**src/rtl/regfile_wb_arbiter.sv**
```systemverilog
// Arbitrates the single register-file write port between LDR and ALU writeback.
// LDR always wins; displaced ALU writes wait in a small in-order pending FIFO.
module regfile_wb_arbiter #(
  parameter  int DATA_W = 32,
  parameter  int ADDR_W = 4,
  parameter  int DEPTH  = 2,
  localparam int CNT_W  = $clog2(DEPTH + 1)
) (
  input  logic              clk,
  input  logic              rst_n,
  input  logic              alu_wr_en,
  input  logic [ADDR_W-1:0] alu_wr_addr,
  input  logic [DATA_W-1:0] alu_wr_data,
  input  logic              ldr_wr_en,
  input  logic [ADDR_W-1:0] ldr_wr_addr,
  input  logic [DATA_W-1:0] ldr_wr_data,
  input  logic [ADDR_W-1:0] query_addr,
  output logic              rf_w_en,
  output logic [ADDR_W-1:0] rf_w_addr,
  output logic [DATA_W-1:0] rf_w_data,
  output logic              query_hit,
  output logic              stall_req,
  output logic [CNT_W-1:0]  pend_count,
  output logic              overflow
);

  logic [DEPTH-1:0]  q_valid;
  logic [ADDR_W-1:0] q_addr [DEPTH];
  logic [DATA_W-1:0] q_data [DEPTH];

  logic [DEPTH-1:0]  n_valid;
  logic [ADDR_W-1:0] n_addr [DEPTH];
  logic [DATA_W-1:0] n_data [DEPTH];

  logic              sel_en;
  logic [ADDR_W-1:0] sel_addr;
  logic [DATA_W-1:0] sel_data;
  logic              pop;
  logic              push;
  logic              drop;
  int                slot;

  // Entries stay packed with the oldest at index 0, so killed entries leave
  // no holes and the head is always slot 0.
  always_comb begin
    n_valid  = '0;
    for (int i = 0; i < DEPTH; i++) begin
      n_addr[i] = q_addr[i];
      n_data[i] = q_data[i];
    end
    sel_en   = 1'b0;
    sel_addr = ldr_wr_addr;
    sel_data = ldr_wr_data;
    pop      = 1'b0;
    drop     = 1'b0;
    slot     = 0;

    if (ldr_wr_en) begin
      sel_en = 1'b1;
    end else if (q_valid[0]) begin
      sel_en   = 1'b1;
      sel_addr = q_addr[0];
      sel_data = q_data[0];
      pop      = 1'b1;
    end else if (alu_wr_en) begin
      sel_en   = 1'b1;
      sel_addr = alu_wr_addr;
      sel_data = alu_wr_data;
    end

    push = alu_wr_en && (ldr_wr_en || q_valid[0]);

    // Survivors: not popped, and not superseded by a younger LDR to the same register.
    for (int i = 0; i < DEPTH; i++) begin
      if (q_valid[i] && !(pop && i == 0) &&
          !(ldr_wr_en && q_addr[i] == ldr_wr_addr)) begin
        for (int j = 0; j < DEPTH; j++) begin
          if (j == slot) begin
            n_valid[j] = 1'b1;
            n_addr[j]  = q_addr[i];
            n_data[j]  = q_data[i];
          end
        end
        slot = slot + 1;
      end
    end

    if (push) begin
      if (slot < DEPTH) begin
        for (int j = 0; j < DEPTH; j++) begin
          if (j == slot) begin
            n_valid[j] = 1'b1;
            n_addr[j]  = alu_wr_addr;
            n_data[j]  = alu_wr_data;
          end
        end
      end else begin
        drop = 1'b1;
      end
    end
  end

  always_ff @(posedge clk or negedge rst_n) begin
    if (!rst_n) begin
      q_valid   <= '0;
      for (int i = 0; i < DEPTH; i++) begin
        q_addr[i] <= '0;
        q_data[i] <= '0;
      end
      rf_w_en   <= 1'b0;
      rf_w_addr <= '0;
      rf_w_data <= '0;
      overflow  <= 1'b0;
    end else begin
      q_valid <= n_valid;
      for (int i = 0; i < DEPTH; i++) begin
        q_addr[i] <= n_addr[i];
        q_data[i] <= n_data[i];
      end
      rf_w_en <= sel_en;
      if (sel_en) begin
        rf_w_addr <= sel_addr;
        rf_w_data <= sel_data;
      end
      if (drop) begin
        overflow <= 1'b1;
      end
    end
  end

  always_comb begin
    pend_count = '0;
    query_hit  = 1'b0;
    for (int i = 0; i < DEPTH; i++) begin
      pend_count = pend_count + CNT_W'(q_valid[i]);
      if (q_valid[i] && q_addr[i] == query_addr) begin
        query_hit = 1'b1;
      end
    end
  end

  assign stall_req = (pend_count >= CNT_W'(DEPTH - 1));

endmodule

```
**config.mk**
```make
export PLATFORM = sky130hd
export DESIGN_NAME = regfile_wb_arbiter
export DESIGN_NICKNAME = d
export VERILOG_FILES = /design/src/rtl/regfile_wb_arbiter.sv
export SDC_FILE = /design/constraint.sdc
export NUM_CORES = 1
export LEC_CHECK = 0
export ABC_AREA = 1
export CORE_ASPECT_RATIO = 0.6
export CORE_MARGIN = 2
export CORE_UTILIZATION = 64
export DETAILED_ROUTE_END_ITERATION = 6
export DONT_BUFFER_PORTS = 1
export PLACE_DENSITY = 0.8
export SYNTH_ARGS = -nofsm -noshare
export SYNTH_HDL_FRONTEND = slang
export SYNTH_SLANG_ARGS = --single-unit
```
**constraint.sdc**
```tcl
create_clock -name clk -period 2.5 [get_ports clk]
set_clock_uncertainty 0.15 [all_clocks]
set_input_delay 0.25 -clock clk [delete_from_list [all_inputs] [get_ports clk]]
set_output_delay 0.25 -clock clk [all_outputs]
set_load 0.01 [all_outputs]
```
==> run metrics, run 1 <==
failing checks=negative hold slack; outcome=complete, but fails checks; Required @ worst endpoint=2.63 ns; Most used DFF post-synth=dfrtp_1; Die X=approximately 130 um; Crit Path Max Fanout=36; core area=~0.0093 mm2; clock transition at the registers of the reported paths=approximately 0.07 ns; Sink Count=112; RSZ-0062 raised after global routing=no; Max Slew Vio Count=0; Yosys Warn Count=0; DRC viols=0; Final Critical Period=approximately 2.4 ns; Rel. slew slack=0.172; Congestion Overflow GR=0; RR Endpoint=q_data[35]$_DFF_PN0_; total wire length=around 18 mm; Vias per Instance=about 6; DR WL/cell=between 15 and 20 um; I/O pins=about 120; Final setup viols=0; IO Port Bufs=0; Synth top area share=0.456; Mapped Area=between 0.006 and 0.007 mm2; ys async rst share=1.00; Synth area leader=dfrtp_1; fmax=423 MHz; RePlAce Congestion=0.933; worst vdd ir=roughly 0.55 mV; Max Buffers Root-to-Sink=2; Post-CTS Hold Buffers=75; worst min path class=primary input to asynchronous set/reset pin; WHS=-0.557 ns; Clk Tree Root Cell=clkbuf_16; Area growth syn-to-layout=16.4%; fin area=slightly above 0.007 mm2; period utilization=0.947; crit path launch type=flop; post-synthesis sequential area ratio=0.456; drt pass-1 iters=6; layout cell share with drive strength beyond 1=0.0416; Worst Setup Path Type=flop to flop; R2R Path Start=q_addr[6]$_DFF_PN0_; CTS H-tree lvls=3; fillers=~690; CP Data Arrival Time=2.50 ns; largest net degree at the start of global routing=between 100 and 150; Seq cells post-synth=112; Cell Rows=27; Crit. End Element=flop; area post-placement=0.00611 mm2; Cell variety after synth=30; post-route antenna net violation count=0; most frequent cell after synthesis=nand2_1; Post-synth EDFFs=0; initial antenna violation count=0; Avg Synthesized Cell Area=7.48 um2; clk_lat worst skew=around 0.35 ns; Die ar.=about 0.010 mm2; initial core utilization=0.664; vias in the first global route=roughly 5800; reg2reg path depth=11; Leakage Power=~3.6 nW; All-Layer GR Usage=0.348; Die H=79.9 um; vias=around 5900; Final nets=between 900 and 1000; r2r setup slk=roughly 0.13 ns; CTS tree=done; ant diodes=0; PD cells=1040 mW/mm2; DRT iter0 DRCs=around 610; Slew @ Worst Pin=about 1.2 ns; Post-DP HPWL=about 10 mm; top cells by area, synth=dfrtp_1, nand2_1, inv_1; Mapped Nets=906; max-cap viol count=0; global-route wire length before repair=approximately 28 mm; Post-synth top cells=nand2_1, inv_1, dfrtp_1, nor2_1; CTS Buf Count=9; Setup TNS=0 ns; Mapped Cells=between 800 and 900; Hold Vio Cnt, Final=between 100 and 150
-- repair_timing --
action | CTS | global route
endpoints found under the setup margin | 0 | 13
gates resized for setup | 0 | 2
buffers inserted | 0 | 0
endpoints found under the hold margin | 219 | 112
-- through the flow --
step           utilization  worst slack [ns]  hold WS, ns  instances  total power [mW]
2_1_floorplan            -             0.248       -0.196        821              5.29
3_3_place_gp         0.660             0.307       -0.193        906              5.70
3_5_place_dp         0.660             0.193       -0.194        906              5.90
4_1_cts              0.771             0.157       -0.563        996              7.35
5_1_grt              0.772           0.00321       -0.572        996              7.99
6_report             0.772             0.133       -0.557        996              7.45
-- worst max-delay path by stage --
stage          slack, ns  depth (start not counted)                   from                endpoint
3_3_place_gp        0.31                         11    q_addr[6]$_DFF_PN0_     q_addr[6]$_DFF_PN0_
4_1_cts             0.16                         12  q_addr[3]$_DFFE_PN0P_  q_data[15]$_DFFE_PN0P_
2_1_floorplan       0.25                         15  q_addr[0]$_DFFE_PN0P_     q_addr[4]$_DFF_PN0_
3_5_place_dp        0.19                         12  q_addr[0]$_DFFE_PN0P_  q_data[24]$_DFFE_PN0P_
5_1_grt            0.003                         14  q_addr[3]$_DFFE_PN0P_    q_data[58]$_DFF_PN0_
6_report            0.13                         11    q_addr[6]$_DFF_PN0_    q_data[35]$_DFF_PN0_
-- kinds of logic (layout without fill, tap and decap cells) --
group,after synthesis,after routing,share of synthesized area
buf+inv,181,226,0.127
flops,112,112,0.456
simple gates,366,366,0.252
xor+xnor,3,3,0.00428
compound gates,154,154,0.150
fa+ha+maj,5,5,0.0102
-- layer usage --
metal | routed length (um) | up-vias | part of all wire | global-route usage
met1 | 7550 | 2753 | 0.43 | 0.479
met4 | 287 | 0 | 0.016 | 0.113
met5 | 0 | - | 0 | 0
met2 | 7980 | 364 | 0.45 | 0.545
met3 | 1810 | 37 | 0.10 | 0.0871
li1 | - | 2733 | - | -
-- placed cells by master, fill, tap and decap left out, types with 2 or more instances in the layout --
| cell type | instances |
|---|---|
| inv_1 | 122 |
| a21oi_1 | 38 |
| o21ai_1 | 10 |
| nand2_2 | 2 |
| buf_4 | 9 |
| xnor2_1 | 3 |
| dlygate4sd3_1 | 74 |
| clkbuf_1 | 2 |
| inv_2 | 2 |
| o21ai_0 | 29 |
| nand3_1 | 37 |
| nand3_4 | 2 |
| clkinv_2 | 2 |
| o211ai_1 | 36 |
| nor2_1 | 77 |
| nand4_1 | 36 |
| nand2_1 | 207 |
| nand3_2 | 2 |
| ha_1 | 5 |
| a31oi_1 | 36 |
| clkbuf_16 | 9 |
| buf_12 | 3 |
| dfrtp_1 | 112 |
-- registers in the layout (all words and copies together), names as in the netlist --
| signal | cells |
|---|---|
| q_data | 64 |
| overflow | 1 |
| rf_w_addr | 4 |
| q_valid | 2 |
| rf_w_en | 1 |
| rf_w_data | 32 |
| q_addr | 8 |
-- cell type report --
class	instances	area (um2)	area share
sequential	112	2800	0.392
multi-input combinational	528	2580	0.361
timing repair buffer	86	868	0.121
inverter	125	473	0.0662
clock buffer	12	246	0.0345
tap	130	163	0.0228
clock inverter	3	18.8	0.00263
-- worst max-delay path: stages, from the launching register on --
cell     delay (ns)
dfrtp_1        0.43
inv_1          0.10
nand2_1        0.06
nand2_1        0.08
nor2_1         0.11
nand2_1        0.08
nand2_2        0.10
buf_4          0.31
nand3_4        0.48
nand2_1        0.23
nand3_1        0.09
nand2_1        0.08
-- report_power, final --
group	leakage (nW)	internal, mW	switching [mW]
Clock	0.132	0.698	0.632
Combinational	2.07	1.04	1.84
Sequential	1.36	2.63	0.601
Total	3.57	4.37	3.07
Note: power is estimated with default switching activity, not from simulation.
==> run 2: changes to the inputs <==
- CORE_UTILIZATION: 64 -> 40
- PLACE_DENSITY: 0.8 -> default
==> run 2 against run 1 <==
Critical endpoint is now query_hit; via count down 6.0%; worst setup slack better by 0.075 ns; hold slack better by 0.0011 ns; the flow still finishes with violations (negative hold slack); critical path depth down 6; fmax grew 3.3%; largest power group unchanged; global-route usage decreased by 12 points.
==> run metrics, run 2 (synthesis results as in run 1) <==
period utilization=0.917; RePlAce Congestion=just under 0.9; fmax=about 440 MHz; Final Critical Period=~2.3 ns; CP Data Arrival Time=between 1.5 and 2 ns; Die H=roughly 100 um; Crit. End Element=primary output; commonest non-fill, non-tap cells in the layout=nand2_1, inv_1, dfrtp_1; Post-DP HPWL=11.0 mm; DRC viols=0; crit path launch type=flop; post-route antenna net violation count=0; IO Port Bufs=0; Max Buffers Root-to-Sink=2; cts repair resizes=0; Max Slew Vio Count=0; vias in the first global route=about 5300; Hold Vio Cnt, Final=112; Rel. slew slack=0.682; Largest regs=q_data: 64 flops, rf_w_data: 32 flops, q_addr: 8 flops; crit path cell chain=buf_4, o21ai_0, a221oi_1, nand3_1, o21ai_0; CTS tree=done; vias=around 5500; most common cell after layout, fill and taps aside=nand2_1; CP max-delay cell=dfrtp_2; Congestion Overflow GR=0; Die X=approximately 160 um; layout cell share with drive strength beyond 1=0.0535; max reg flops=64; Vias per Instance=around 5.1; outcome=complete, but fails checks; Area growth syn-to-layout=19.3%; total wire length=roughly 18 mm; Slew @ Worst Pin=0.472 ns; clock transition at the registers of the reported paths=0.08 ns; initial antenna violation count=1; WHS=-0.556 ns; Post-CTS Setup Inserts=0; Worst Setup Path Type=flop to primary output; core area=between 0.015 and 0.02 mm2; Required @ worst endpoint=around 2.1 ns; drt pass-1 iters=5; PD cells=about 1000 mW/mm2; Leakage Power=3.62 nW; RSZ-0062 raised after global routing=no; CTS Buf Count=9; Crit Path Max Fanout=16; DRT iter0 DRCs=~520; CTS H-tree lvls=3; failing checks=negative hold slack; global-route wire length before repair=roughly 29 mm; I/O pins=between 100 and 150; Die ar.=0.0164 mm2; final design utilization=0.482; crit path buf inv count=1; worst vdd ir=approximately 0.38 mV; slowest stage delay, CP=0.57 ns; CP dominant cell by count=o21ai_0; Biggest register=q_data; fillers=between 1500 and 2000; Setup TNS=0 ns; largest net degree at the start of global routing=roughly 110; max-cap viol count=0; Final setup viols=0; All-Layer GR Usage=0.226; clk_lat worst skew=0.35 ns; Crit path max-delay family=flip-flops; Post-CTS Hold Buffers=79; DR WL/cell=16.8 um; Cell Rows=35; Clk Tree Root Cell=clkbuf_16; Sink Count=roughly 110; Final nets=958; worst min path class=primary input to asynchronous set/reset pin; initial core utilization=0.404
==> run 2: path summary, 6_finish.rpt <==
check | startpoint | endpoint | slack [ns] | cells after the start
max | q_valid[1]$_DFF_PN0_ | query_hit | 0.21 | 5
max in group asynchronous | rst_n | rf_w_data[31]$_DFFE_PN0P_ | 2.57 | 0
min | rst_n | rf_w_data[4]$_DFFE_PN0P_ | -0.56 | 0
min reg2reg | q_data[20]$_DFFE_PN0P_ | q_data[20]$_DFFE_PN0P_ | 0.34 | 2
max reg2reg | q_valid[0]$_DFF_PN0_ | rf_w_addr[0]$_DFFE_PN0P_ | 0.25 | 7
min in group clk | ldr_wr_data[8] | rf_w_data[8]$_DFFE_PN0P_ | 0.01 | 2
==> run 2: cell type report <==
class | instances | area (um2) | share of cell area
sequential | 112 | 2800 | 0.383
multi-input combinational | 528 | 2570 | 0.351
timing repair buffer | 97 | 946 | 0.129
inverter | 125 | 469 | 0.0640
tap | 203 | 254 | 0.0347
clock buffer | 11 | 243 | 0.0331
clock inverter | 5 | 40.0 | 0.00546
antenna | 1 | 2.50 | 0.000341
==> run 2: where the power goes <==
group | internal [mW] | switching [mW] | total, mW
Combinational | 1.07 | 1.75 | 2.82
Sequential | 2.63 | 0.589 | 3.22
Clock | 0.715 | 0.694 | 1.41
Total | 4.41 | 3.04 | 7.45
==> run 2: metal layers <==
| metal | up-vias | track usage | wire (um) |
|---|---|---|---|
| met4 | 0 | 0.0391 | 129 |
| met5 | - | 0 | 0 |
| met2 | 198 | 0.326 | 7340 |
| met3 | 13 | 0.0562 | 1380 |
| li1 | 2761 | - | - |
| met1 | 2561 | 0.344 | 9300 |
==> run 2: metrics by stage <==
step	total power [mW]	worst slack (ns)	area, um2	std cells	hold WS [ns]
floorplan	5.29	0.248	6140	821	-0.196
global placement	5.85	0.327	6230	986	-0.191
detailed placement	5.89	0.295	6230	986	-0.192
CTS	7.48	0.237	7330	1081	-0.572
global route	8.09	0.0251	7330	1082	-0.579
finish	7.45	0.208	7330	1082	-0.556
